==> src/rtl/pwr_seq_ctrl.sv <==
// pwr_seq_ctrl: power-down/up sequencer for a switchable domain (isolation, retention, switch, domain reset)
// Ports: clk, rst (sync, active-high); pwr_down_req/pwr_up_req level requests; sw_ack switch-chain ack;
// sw_en, iso_en, save, restore, dom_rst control outputs; busy, done, err status; pwr_state current state code.
module pwr_seq_ctrl #(
  parameter int ISO_CYC  = 4,
  parameter int SAVE_CYC = 2,
  parameter int RST_CYC  = 4,
  parameter int TIMEOUT  = 255
) (
  input  logic       clk,
  input  logic       rst,
  input  logic       pwr_down_req,
  input  logic       pwr_up_req,
  input  logic       sw_ack,
  output logic       sw_en,
  output logic       iso_en,
  output logic       save,
  output logic       restore,
  output logic       dom_rst,
  output logic       busy,
  output logic       done,
  output logic       err,
  output logic [3:0] pwr_state
);
  typedef enum logic [3:0] {
    ON = 4'd0, ISO_ON = 4'd1, SAVE = 4'd2, SW_OFF = 4'd3, OFF = 4'd4,
    SW_ON = 4'd5, DOM_RST = 4'd6, RESTORE = 4'd7, ISO_OFF = 4'd8, ERR = 4'd9
  } state_t;
  localparam logic [7:0] ISO_T  = 8'(ISO_CYC - 1);
  localparam logic [7:0] SAVE_T = 8'(SAVE_CYC - 1);
  localparam logic [7:0] RST_T  = 8'(RST_CYC - 1);
  localparam logic [7:0] TO_T   = 8'(TIMEOUT - 1);
  state_t     state, state_d;
  logic [7:0] cnt, cnt_d;
  logic       sw_en_d, iso_en_d, save_d, restore_d, dom_rst_d, busy_d, done_d, err_d;
  assign pwr_state = state;
  always_ff @(posedge clk) begin
    if (rst) begin
      state   <= ON;
      cnt     <= '0;
      sw_en   <= 1'b1;
      iso_en  <= 1'b0;
      save    <= 1'b0;
      restore <= 1'b0;
      dom_rst <= 1'b0;
      busy    <= 1'b0;
      done    <= 1'b0;
      err     <= 1'b0;
    end else begin
      state   <= state_d;
      cnt     <= cnt_d;
      sw_en   <= sw_en_d;
      iso_en  <= iso_en_d;
      save    <= save_d;
      restore <= restore_d;
      dom_rst <= dom_rst_d;
      busy    <= busy_d;
      done    <= done_d;
      err     <= err_d;
    end
  end
  always_comb begin
    state_d = state;
    case (state)
      ON:      state_d = pwr_down_req ? ISO_ON : ON;
      ISO_ON:  state_d = cnt == ISO_T ? SAVE : ISO_ON;
      SAVE:    state_d = cnt == SAVE_T ? SW_OFF : SAVE;
      SW_OFF:  state_d = !sw_ack ? OFF : cnt == TO_T ? ERR : SW_OFF;
      OFF:     state_d = pwr_up_req ? SW_ON : OFF;
      SW_ON:   state_d = sw_ack ? DOM_RST : cnt == TO_T ? ERR : SW_ON;
      DOM_RST: state_d = cnt == RST_T ? RESTORE : DOM_RST;
      RESTORE: state_d = cnt == SAVE_T ? ISO_OFF : RESTORE;
      ISO_OFF: state_d = cnt == ISO_T ? ON : ISO_OFF;
      default: state_d = ERR;
    endcase
    cnt_d = state_d != state ? 8'd0 : cnt == 8'hff ? cnt : cnt + 8'd1;
  end
  // Outputs are decoded from the upcoming state/count and registered, so they line up with pwr_state.
  always_comb begin
    sw_en_d   = !(state_d inside {SW_OFF, OFF, ERR});
    iso_en_d  = state_d != ON;
    save_d    = state_d == SAVE && cnt_d == 8'd0;
    restore_d = state_d == RESTORE && cnt_d == 8'd0;
    dom_rst_d = state_d inside {DOM_RST, ERR};
    busy_d    = !(state_d inside {ON, OFF, ERR});
    done_d    = state_d != state && state_d inside {ON, OFF};
    err_d     = state_d == ERR;
  end
endmodule

==> config.mk <==
export PLATFORM = sky130hd
export DESIGN_NAME = pwr_seq_ctrl
export DESIGN_NICKNAME = d
export VERILOG_FILES = /design/src/rtl/pwr_seq_ctrl.sv
export SDC_FILE = /design/constraint.sdc
export NUM_CORES = 1
export LEC_CHECK = 0
export ABC_CLOCK_PERIOD_IN_PS = 3600
export CAP_MARGIN = 5
export CORE_MARGIN = 5
export CORE_UTILIZATION = 58
export CTS_CLUSTER_SIZE = 28
export DETAILED_ROUTE_END_ITERATION = 7
export GPL_ROUTABILITY_DRIVEN = 0
export GPL_TIMING_DRIVEN = 0
export PLACE_DENSITY = 0.83
export SYNTH_ARGS = -nofsm -noshare
export SYNTH_HDL_FRONTEND = slang
export SYNTH_SLANG_ARGS = --single-unit
==> constraint.sdc <==
create_clock -name clk -period 3.6 [get_ports clk]
set_input_delay 1.08 -clock clk [delete_from_list [all_inputs] [get_ports clk]]
set_output_delay 1.08 -clock clk [all_outputs]
set_load 0.05 [all_outputs]
[Yosys cells after proc, flatten, opt, wreduce, memory -nomap -nowiden]
Index checks and enable logic that the tools add are counted.
Operators by class
  $add $sub $neg: 1
  equality and inequality tests: 19
  multiplexer cells: 14
  reductions and logical operators: 13
Operators with widths (count)
  4-bit one-hot mux with 9 select lines: 1
  4-bit by 3-bit equality test with 1-bit output, second input constant: 7
  4-bit 2-to-1 mux: 6
  4-bit by 2-bit equality test with 1-bit output, second input constant: 4
  8-bit equality test, second input constant: 2
  8-bit 2-to-1 mux: 2
  8-bit by 1-bit adder with 8-bit output, second input constant: 1
  4-bit equality test, second input constant: 2
  8-bit by 1-bit equality test with 1-bit output, second input constant: 1
  8-bit by 2-bit equality test with 1-bit output, second input constant: 1
  4-bit logical NOT: 2
  8-bit logical NOT: 1
  3-bit nonzero test: 2
  4-bit by 1-bit equality test with 1-bit output, second input constant: 1
  1-bit 2-to-1 mux: 4
  4-bit inequality test: 1
  2-bit nonzero test: 2
  4-bit nonzero test: 1
  1-bit logical AND: 3
  1-bit logical NOT: 2
  2-bit 2-to-1 mux: 1
Storage, ports and cells
  flip-flop bits (word level): 20
  input bits: 5
  output and inout bits: 12
  word-level logic and storage cells: 57

[Longest topological paths before layout]
Gate-level depths: netlist of the first run.
  word-level depth: 8
  mapped depth: 9

[Worst setup path after synthesis of the first run]
Ideal clock, no wire load.
  path type: input to register
  from: input sw_ack
  to: register sw_en
  library setup time: 0.122 ns
  data arrival time: 2.351 ns
  required time: 3.478 ns
  path slack: 1.127 ns
  stages: 6
  cell sequence: nor2_1 -> nand2_1 -> a2111oi_0 -> nor3_2 -> nor2b_1 -> a221o_1
Between the ends
  word-level cells in the longest chain between the ends: 5
  elaborated cells on any way between the ends: 8
  those cells by class: 3 x eq/ne; 3 x mux; 2 x reduce/logical
Ends and longest elaborated chain
  from (decl): line 14  | input logic sw_ack,
  4-bit 2-to-1 mux, on equally long branches: line 70, 68
  4-bit one-hot mux with 9 select lines *: line 64  | case (state)
  4-bit by 2-bit equality test with 1-bit output (tied with other cells): line 80  | sw_en_d = !(state_d inside {SW_OFF, OFF, ERR});
  3-bit nonzero test *: line 80
  1-bit logical NOT *: line 80
  to (signal assigned): line 52  | sw_en <= sw_en_d;
  to (decl): line 15  | output logic sw_en,
Every way passes the cells marked *; elsewhere a longest branch is shown, timed or not.
A chain may end at the register's enable or synchronous reset.

[Worst setup path in the final report of the first run]
Same ends and word-level chain as after synthesis.

==> results of run 1 <==
## cell usage after synthesis, types with 3 or more instances
cell and count:
nand2_1 12, nor2b_1 3, ha_1 3, nand2b_1 5, dfxtp_1 20, clkbuf_1 5, nor2_1 18, nand3_1 9
o21ai_0 5, nand4_1 4, nor4_1 7, mux2i_1 4, buf_2 5, inv_1 4, a21oi_1 6, and3_1 5
## stage by stage
step | worst slack [ns] | util [%] | std cells | hold WS [ns] | cell area (um^2)
global placement | 0.340 | 68.6 | 208 | 0.599 | 1520
CTS | 0.541 | 69.6 | 211 | 0.637 | 1540
floorplan | 1.13 | - | 165 | 0.563 | 1330
detailed placement | 0.221 | 68.6 | 208 | 0.623 | 1520
global route | 0.369 | 69.6 | 211 | 0.695 | 1540
finish | 0.509 | 69.6 | 211 | 0.654 | 1540
## worst reg2reg max path: stages, from the launching register on
cell and delay, ns:
dfxtp_1 0.50, ha_1 0.20, clkbuf_1 0.29, nand3_1 0.20, o311a_1 0.36, and2_1 0.16, clkbuf_1 0.17, nand2b_1 0.18
a221o_1 0.34
## registers in the layout, indices dropped and copies added (netlist names)
name       flops
restore        1
save           1
pwr_state      4
dom_rst        1
iso_en         1
err            1
cnt            8
busy           1
sw_en          1
done           1
## layout by cell type (no fill, tap or decap), types with 5 or more instances in the layout
cell type / instances
dfxtp_1: 20
and3_1: 5
clkbuf_1: 5
nand3_1: 9
nand2b_1: 5
buf_2: 5
a21oi_1: 6
nand2_1: 12
clkdlybuf4s50_1: 15
o21ai_0: 5
nor2_1: 18
nor4_1: 7
## per-layer routing
layer	part of all wire [%]	track usage, %	up-vias	wire [um]
li1	-	-	643	-
met1	41	24.2	613	1340
met2	52	36.1	57	1710
met3	6.2	4.45	6	204
met4	1.2	4.64	0	40
met5	0	0	-	0
## worst max path at each step
stage | start | endpoint | slack (ns) | cells past startpoint
after floorplan | sw_ack | sw_en$_SDFF_PP1_ | 1.13 | 6
after global placement | sw_ack | sw_en$_SDFF_PP1_ | 0.34 | 6
after detailed placement | sw_ack | sw_en$_SDFF_PP1_ | 0.22 | 6
after CTS | sw_ack | sw_en$_SDFF_PP1_ | 0.54 | 6
after global routing | sw_ack | sw_en$_SDFF_PP1_ | 0.37 | 6
final | sw_ack | sw_en$_SDFF_PP1_ | 0.51 | 6
## logic make-up (layout without fill, tap and decap cells)
| logic type | Yosys count | after routing | share of synthesized area (%) |
|---|---|---|---|
| compound gates | 35 | 35 | 20.6 |
| fa+ha+maj | 3 | 3 | 2.82 |
| simple gates | 82 | 82 | 35.1 |
| buf+inv | 17 | 35 | 5.82 |
| xor+xnor | 4 | 4 | 2.63 |
| mux | 4 | 4 | 3.00 |
| flops | 20 | 20 | 30.0 |
## cell type report
class | count | area, um^2 | share of cell area, %
Tap cell | 28 | 35.0 | 2.27
Inverter | 5 | 18.8 | 1.22
Sequential cell | 20 | 400 | 26.0
Clock buffer | 3 | 22.5 | 1.46
Buffer | 12 | 58.8 | 3.82
Timing Repair Buffer | 15 | 150 | 9.75
Multi-Input combinational cell | 128 | 855 | 55.5
## power groups by stage
stage | Clock (mW) | Combinational [mW] | Sequential (mW)
global placement | 0 | 0.111 | 0.245
detailed placement | 0 | 0.115 | 0.246
CTS | 0.104 | 0.116 | 0.241
finish | 0.100 | 0.116 | 0.241
global route | 0.117 | 0.126 | 0.242
floorplan | 0 | 0.0632 | 0.264
==> summary.md, run 1 <==
| Metric | Value |
|---|---|
| Status | `complete, no violations` |
| Clk Latency, worst-skew pair | `0.29 ns` |
| Final setup viols | `0` |
| CTS Buf Count | `3` |
| Sw Share | `31.4%` |
| Achievable Freq | `324 MHz` |
| Kind of critical path | `input pin to flop` |
| Crit path required time | `3.79 ns` |
| Layout cells sized above 1 | `10.4%` |
| Internal power consumption | `314 uW` |
| Root buf cell | `clkbuf_4` |
| Post-route ant nets | `0` |
| Leak pwr | `0.589 nW` |
| Setup TNS | `0 ns` |
| Clk buf depth | `2` |
| Vias/cell | `6.25` |
| Largest net degree at the start of global routing | `11` |
| Hold Crit Class | `flop to flop` |
| H-tree levels | `1` |
| Routed wire per std cell | `15.6 um` |
| CP Max Fanout | `8` |
| Vias in the first global route | `1207` |
| Top Family by Delay on Critical Path | `compound AO/OA/AOI/OAI gates` |
| VDD IR max | `0.000271 V` |
| Comb power frac | `25.4%` |
| Core footprint | `2210 um^2` |
| Synth area leader | `dfxtp_1` |
| Total Die Area | `3360 um^2` |
| Clock transition at path regs | `0.10 ns` |
| Nets | `193` |
| Post-synth top area share | `30.0%` |
| DRT Wirelength | `3300 um` |
| Final hold violations | `0` |
| Tcrit/Tclk final | `85.9%` |
| IO Pins | `17` |
| Unrepaired setup endpoints after global routing | `false` |
| Net Sw Power | `144 uW` |
| Die height | `57.9 um` |
| Syn_area_per_cell | `8.08 um^2` |
| Critical R2R Capture | `sw_en$_SDFF_PP1_` |
| Relative max-transition margin | `42.1%` |
| Synth area leaders | `dfxtp_1 30%, nor2_1 5.1%, nand3_1 3.4%` |
| Antenna diodes | `0` |
| Minimum clock period | `3.09 ns` |
| Total number of vias | `1319` |
| DRC violations left | `0` |
| Die W | `57.9 um` |
| Reg2reg start | `cnt[1]$_SDFF_PP0_` |
| Worst-Margin Slew | `0.847 ns` |
| Synth warnings | `0` |
| Hold endpoint | `cnt[7]$_SDFF_PP0_` |
| Data arrival, critical path | `3.28 ns` |
| Reg2reg path depth | `8` |
| Top FF cell, synth | `dfxtp_1` |
| Total GRT Usage | `20.1%` |
| Clock Skews | `0.00285 ns` |
| Buffers & Inverters on Critical Path | `1` |
| Drt first pass iters | `4` |
| PD cells | `297 nW/um^2` |
| Initial Util | `60.2%` |
| Clk pwr share | `21.9%` |
| CTS Hold Bufs | `0` |
| First-pass GRT wire length | `5420 um` |
| Total power | `457 uW` |
| Critical-path top delay cell | `a2111oi_0` |
| Seq/Total Area, Yosys | `30.0%` |
| Slowest Stage Delay on Critical Path | `0.79 ns` |
| Initial antenna violation count | `0` |
| Drt initial violations | `43` |
| FP Rows | `17` |
| Area added between synthesis and finish | `15.6%` |
| Max cap viols | `0` |
| Syn Inst Count | `165` |
| Total grt overflow | `0` |
| Mapped Area | `1330 um^2` |
| FF+latch count, synth | `20` |
| Postcts setup bufs | `0` |
| Netlist cell types | `55` |
| # port buffers | `15` |
| Syn nets | `173` |
| EDFF count, synth | `0` |
| Flop pwr share | `52.6%` |
| Clock sink count | `20` |
| Worst setup EP type | `flop` |
| WHS Path Cells | `2` |
| Worst R2R Setup Slack | `1.09 ns` |
| Crit start category | `input pin` |
| Resize count post-CTS | `0` |
| Crit-path cells | `clkdlybuf4s50_1 > nand3b_1 > a2111oi_0 > nor3_2 > nor2b_1 > a221o_1` |
| Hpwl dp | `2440 um` |
| Hold Startpoint | `cnt[7]$_SDFF_PP0_` |
| Final slew viol count | `0` |
| FFs w/ async S/R, synth | `0%` |
| TritonCTS clock tree | `yes` |
| FILL cells | `190` |
(Power assumes the default switching activity.)
==> run 2, diff against run 1 <==
--- a/config.mk
+++ b/config.mk
@@ -5,7 +5,6 @@
 export SDC_FILE = /design/constraint.sdc
 export NUM_CORES = 1
 export LEC_CHECK = 0
-export ABC_CLOCK_PERIOD_IN_PS = 3600
 export CAP_MARGIN = 5
 export CORE_MARGIN = 5
 export CORE_UTILIZATION = 58
@@ -14,6 +13,7 @@
 export GPL_ROUTABILITY_DRIVEN = 0
 export GPL_TIMING_DRIVEN = 0
 export PLACE_DENSITY = 0.83
+export RECOVER_POWER = 25
 export SYNTH_ARGS = -nofsm -noshare
 export SYNTH_HDL_FRONTEND = slang
 export SYNTH_SLANG_ARGS = --single-unit
==> run 2 against run 1 <==
Non-clock buffer count is the same. Via count grew 0.15%. Core utilization is the same. Register-to-register slack is essentially flat. Worst hold slack is essentially flat. Clock skew is essentially flat. Wire length shrank 0.27%. Power shrank 0.37%. Clock power is essentially flat. Largest cell class unchanged.
==> summary.md, run 2 (synthesis results as in run 1) <==
| Metric | Value |
|---|---|
| Max cap viols | `0` |
| Resize count post-CTS | `0` |
| DRT Wirelength | `3290 um` |
| DRC violations left | `0` |
| Vias/cell | `6.26` |
| TritonCTS clock tree | `yes` |
| Total GRT Usage | `20.1%` |
| Relative max-transition margin | `40.8%` |
| Kind of critical path | `input pin to flop` |
| Routed wire per std cell | `15.6 um` |
| Area added between synthesis and finish | `15.6%` |
| VDD IR max | `0.000270 V` |
| Final hold violations | `0` |
| Hpwl dp | `2440 um` |
| Place WS | `0.221 ns` |
| Data arrival, critical path | `3.29 ns` |
| Leading cell type in the layout, fill and taps excluded | `dfxtp_1` |
| Die W | `57.9 um` |
| H-tree levels | `1` |
| Vias in the first global route | `1207` |
| Final slew viol count | `0` |
| Slowest Stage Delay on Critical Path | `0.80 ns` |
| CTS Hold Bufs | `0` |
| Final worst slack | `0.495 ns` |
| Crit start category | `input pin` |
| FILL cells | `190` |
| Minimum clock period | `3.10 ns` |
| Largest net degree at the start of global routing | `11` |
| Hold WS | `0.654 ns` |
| Antenna diodes | `0` |
| # port buffers | `15` |
| Initial antenna violation count | `0` |
| Postcts setup bufs | `0` |
| Hold Crit Class | `flop to flop` |
| Setup TNS | `0 ns` |
| Unrepaired setup endpoints after global routing | `false` |
| Clk Latency, worst-skew pair | `0.29 ns` |
| Root buf cell | `clkbuf_4` |
| Clock Skews | `0.00299 ns` |
| Clk buf depth | `2` |
| CP Max Fanout | `8` |
| Post-route ant nets | `0` |
| Tcrit/Tclk final | `86.2%` |
| Critical R2R Capture | `sw_en$_SDFF_PP1_` |
| Most frequent cells in the layout | `20 x dfxtp_1, 18 x nor2_1, 12 x nand2_1, 9 x nand3_1, 8 x dlygate4sd3_1` |
| Reg2reg start | `cnt[1]$_SDFF_PP0_` |
| Die height | `57.9 um` |
| Worst-Margin Slew | `0.866 ns` |
| Final setup viols | `0` |
| First-pass GRT wire length | `5420 um` |
| CTS Buf Count | `3` |
| Total Die Area | `3360 um^2` |
| Leak pwr | `0.608 nW` |
| Top reg by flops | `cnt` |
| Total grt overflow | `0` |
| Core footprint | `2210 um^2` |
| Total number of vias | `1321` |
| Crit path required time | `3.79 ns` |
| Clock sink count | `20` |
| Drt first pass iters | `4` |
| Status | `complete, no violations` |
| Clock transition at path regs | `0.10 ns` |
| WHS Path Cells | `2` |
| Crit-path cells | `clkdlybuf4s50_1 > nand3b_1 > a2111oi_0 > nor3_2 > nor2b_1 > a221o_1` |
| Reg2reg path depth | `8` |
| Initial Util | `60.2%` |
| Hold endpoint | `cnt[7]$_SDFF_PP0_` |
| Drt initial violations | `42` |
| Achievable Freq | `322 MHz` |
| Hold Startpoint | `cnt[7]$_SDFF_PP0_` |
| Worst R2R Setup Slack | `1.09 ns` |
| Layout cells sized above 1 | `10.4%` |
| Worst setup EP type | `flop` |
| Nets | `193` |
| IO Pins | `17` |
| PD cells | `296 nW/um^2` |
| Final Core Density | `69.6%` |
| Critical-path top delay cell | `a2111oi_0` |
| Largest register FFs | `8` |
| FP Rows | `17` |
==> run 2: how the worst max path moves through the flow <==
stage | from | to
2_1_floorplan | sw_ack | sw_en$_SDFF_PP1_
3_3_place_gp | sw_ack | sw_en$_SDFF_PP1_
3_5_place_dp | sw_ack | sw_en$_SDFF_PP1_
4_1_cts | sw_ack | sw_en$_SDFF_PP1_
5_1_grt | sw_ack | sw_en$_SDFF_PP1_
6_report | sw_ack | sw_en$_SDFF_PP1_
==> run 2: cell type report <==
type	count	area [um^2]	share of cell area (%)
multi-input cells	128	855	55.5
flip-flops and latches	20	400	26.0
repair buffers	15	150	9.75
plain buffers	12	58.8	3.82
well taps	28	35.0	2.27
clock buffers	3	22.5	1.46
inverters	5	18.8	1.22
==> run 2: worst max-delay path, delay by kind of cell <==
family	cells	cell delay, ns
AO/OA/AOI/OAI	2	1.10
buffers and inverters	1	0.60
AND/OR/NAND/NOR	3	0.51
==> run 2: metrics by stage <==
step | power [mW] | std cells | instance area (um^2)
3_5_place_dp | 0.361 | 208 | 1520
5_1_grt | 0.483 | 211 | 1540
2_1_floorplan | 0.327 | 165 | 1330
3_3_place_gp | 0.356 | 208 | 1520
4_1_cts | 0.460 | 211 | 1540
6_report | 0.456 | 211 | 1540
==> run 2: routing by layer <==
layer / up-vias / share of wire [%] / global-route usage (%)
li1: 642 / - / -
met1: 622 / 42 / 24.2
met2: 51 / 52 / 36.1
met3: 6 / 5.2 / 4.45
met4: 0 / 1.2 / 4.64
met5: - / 0 / 0
==> run 2: power by group <==
| part | switching [mW] | total [mW] | leakage (nW) | internal (mW) |
|---|---|---|---|---|
| clock | 0.0615 | 0.100 | 0.0138 | 0.0389 |
| sequential | 0.00983 | 0.240 | 0.163 | 0.231 |
| combinational | 0.0721 | 0.115 | 0.432 | 0.0426 |
| total | 0.143 | 0.456 | 0.608 | 0.312 |
==> run 3, diff against run 2 <==
--- a/config.mk
+++ b/config.mk
@@ -8,12 +8,14 @@
 export CAP_MARGIN = 5
 export CORE_MARGIN = 5
 export CORE_UTILIZATION = 58
+export CTS_CLUSTER_DIAMETER = 120
 export CTS_CLUSTER_SIZE = 28
 export DETAILED_ROUTE_END_ITERATION = 7
 export GPL_ROUTABILITY_DRIVEN = 0
 export GPL_TIMING_DRIVEN = 0
 export PLACE_DENSITY = 0.83
 export RECOVER_POWER = 25
+export SLEW_MARGIN = 20
 export SYNTH_ARGS = -nofsm -noshare
 export SYNTH_HDL_FRONTEND = slang
 export SYNTH_SLANG_ARGS = --single-unit
==> results of run 3 <==
The final DEF is identical to that of run 2; final timing and power are the same.
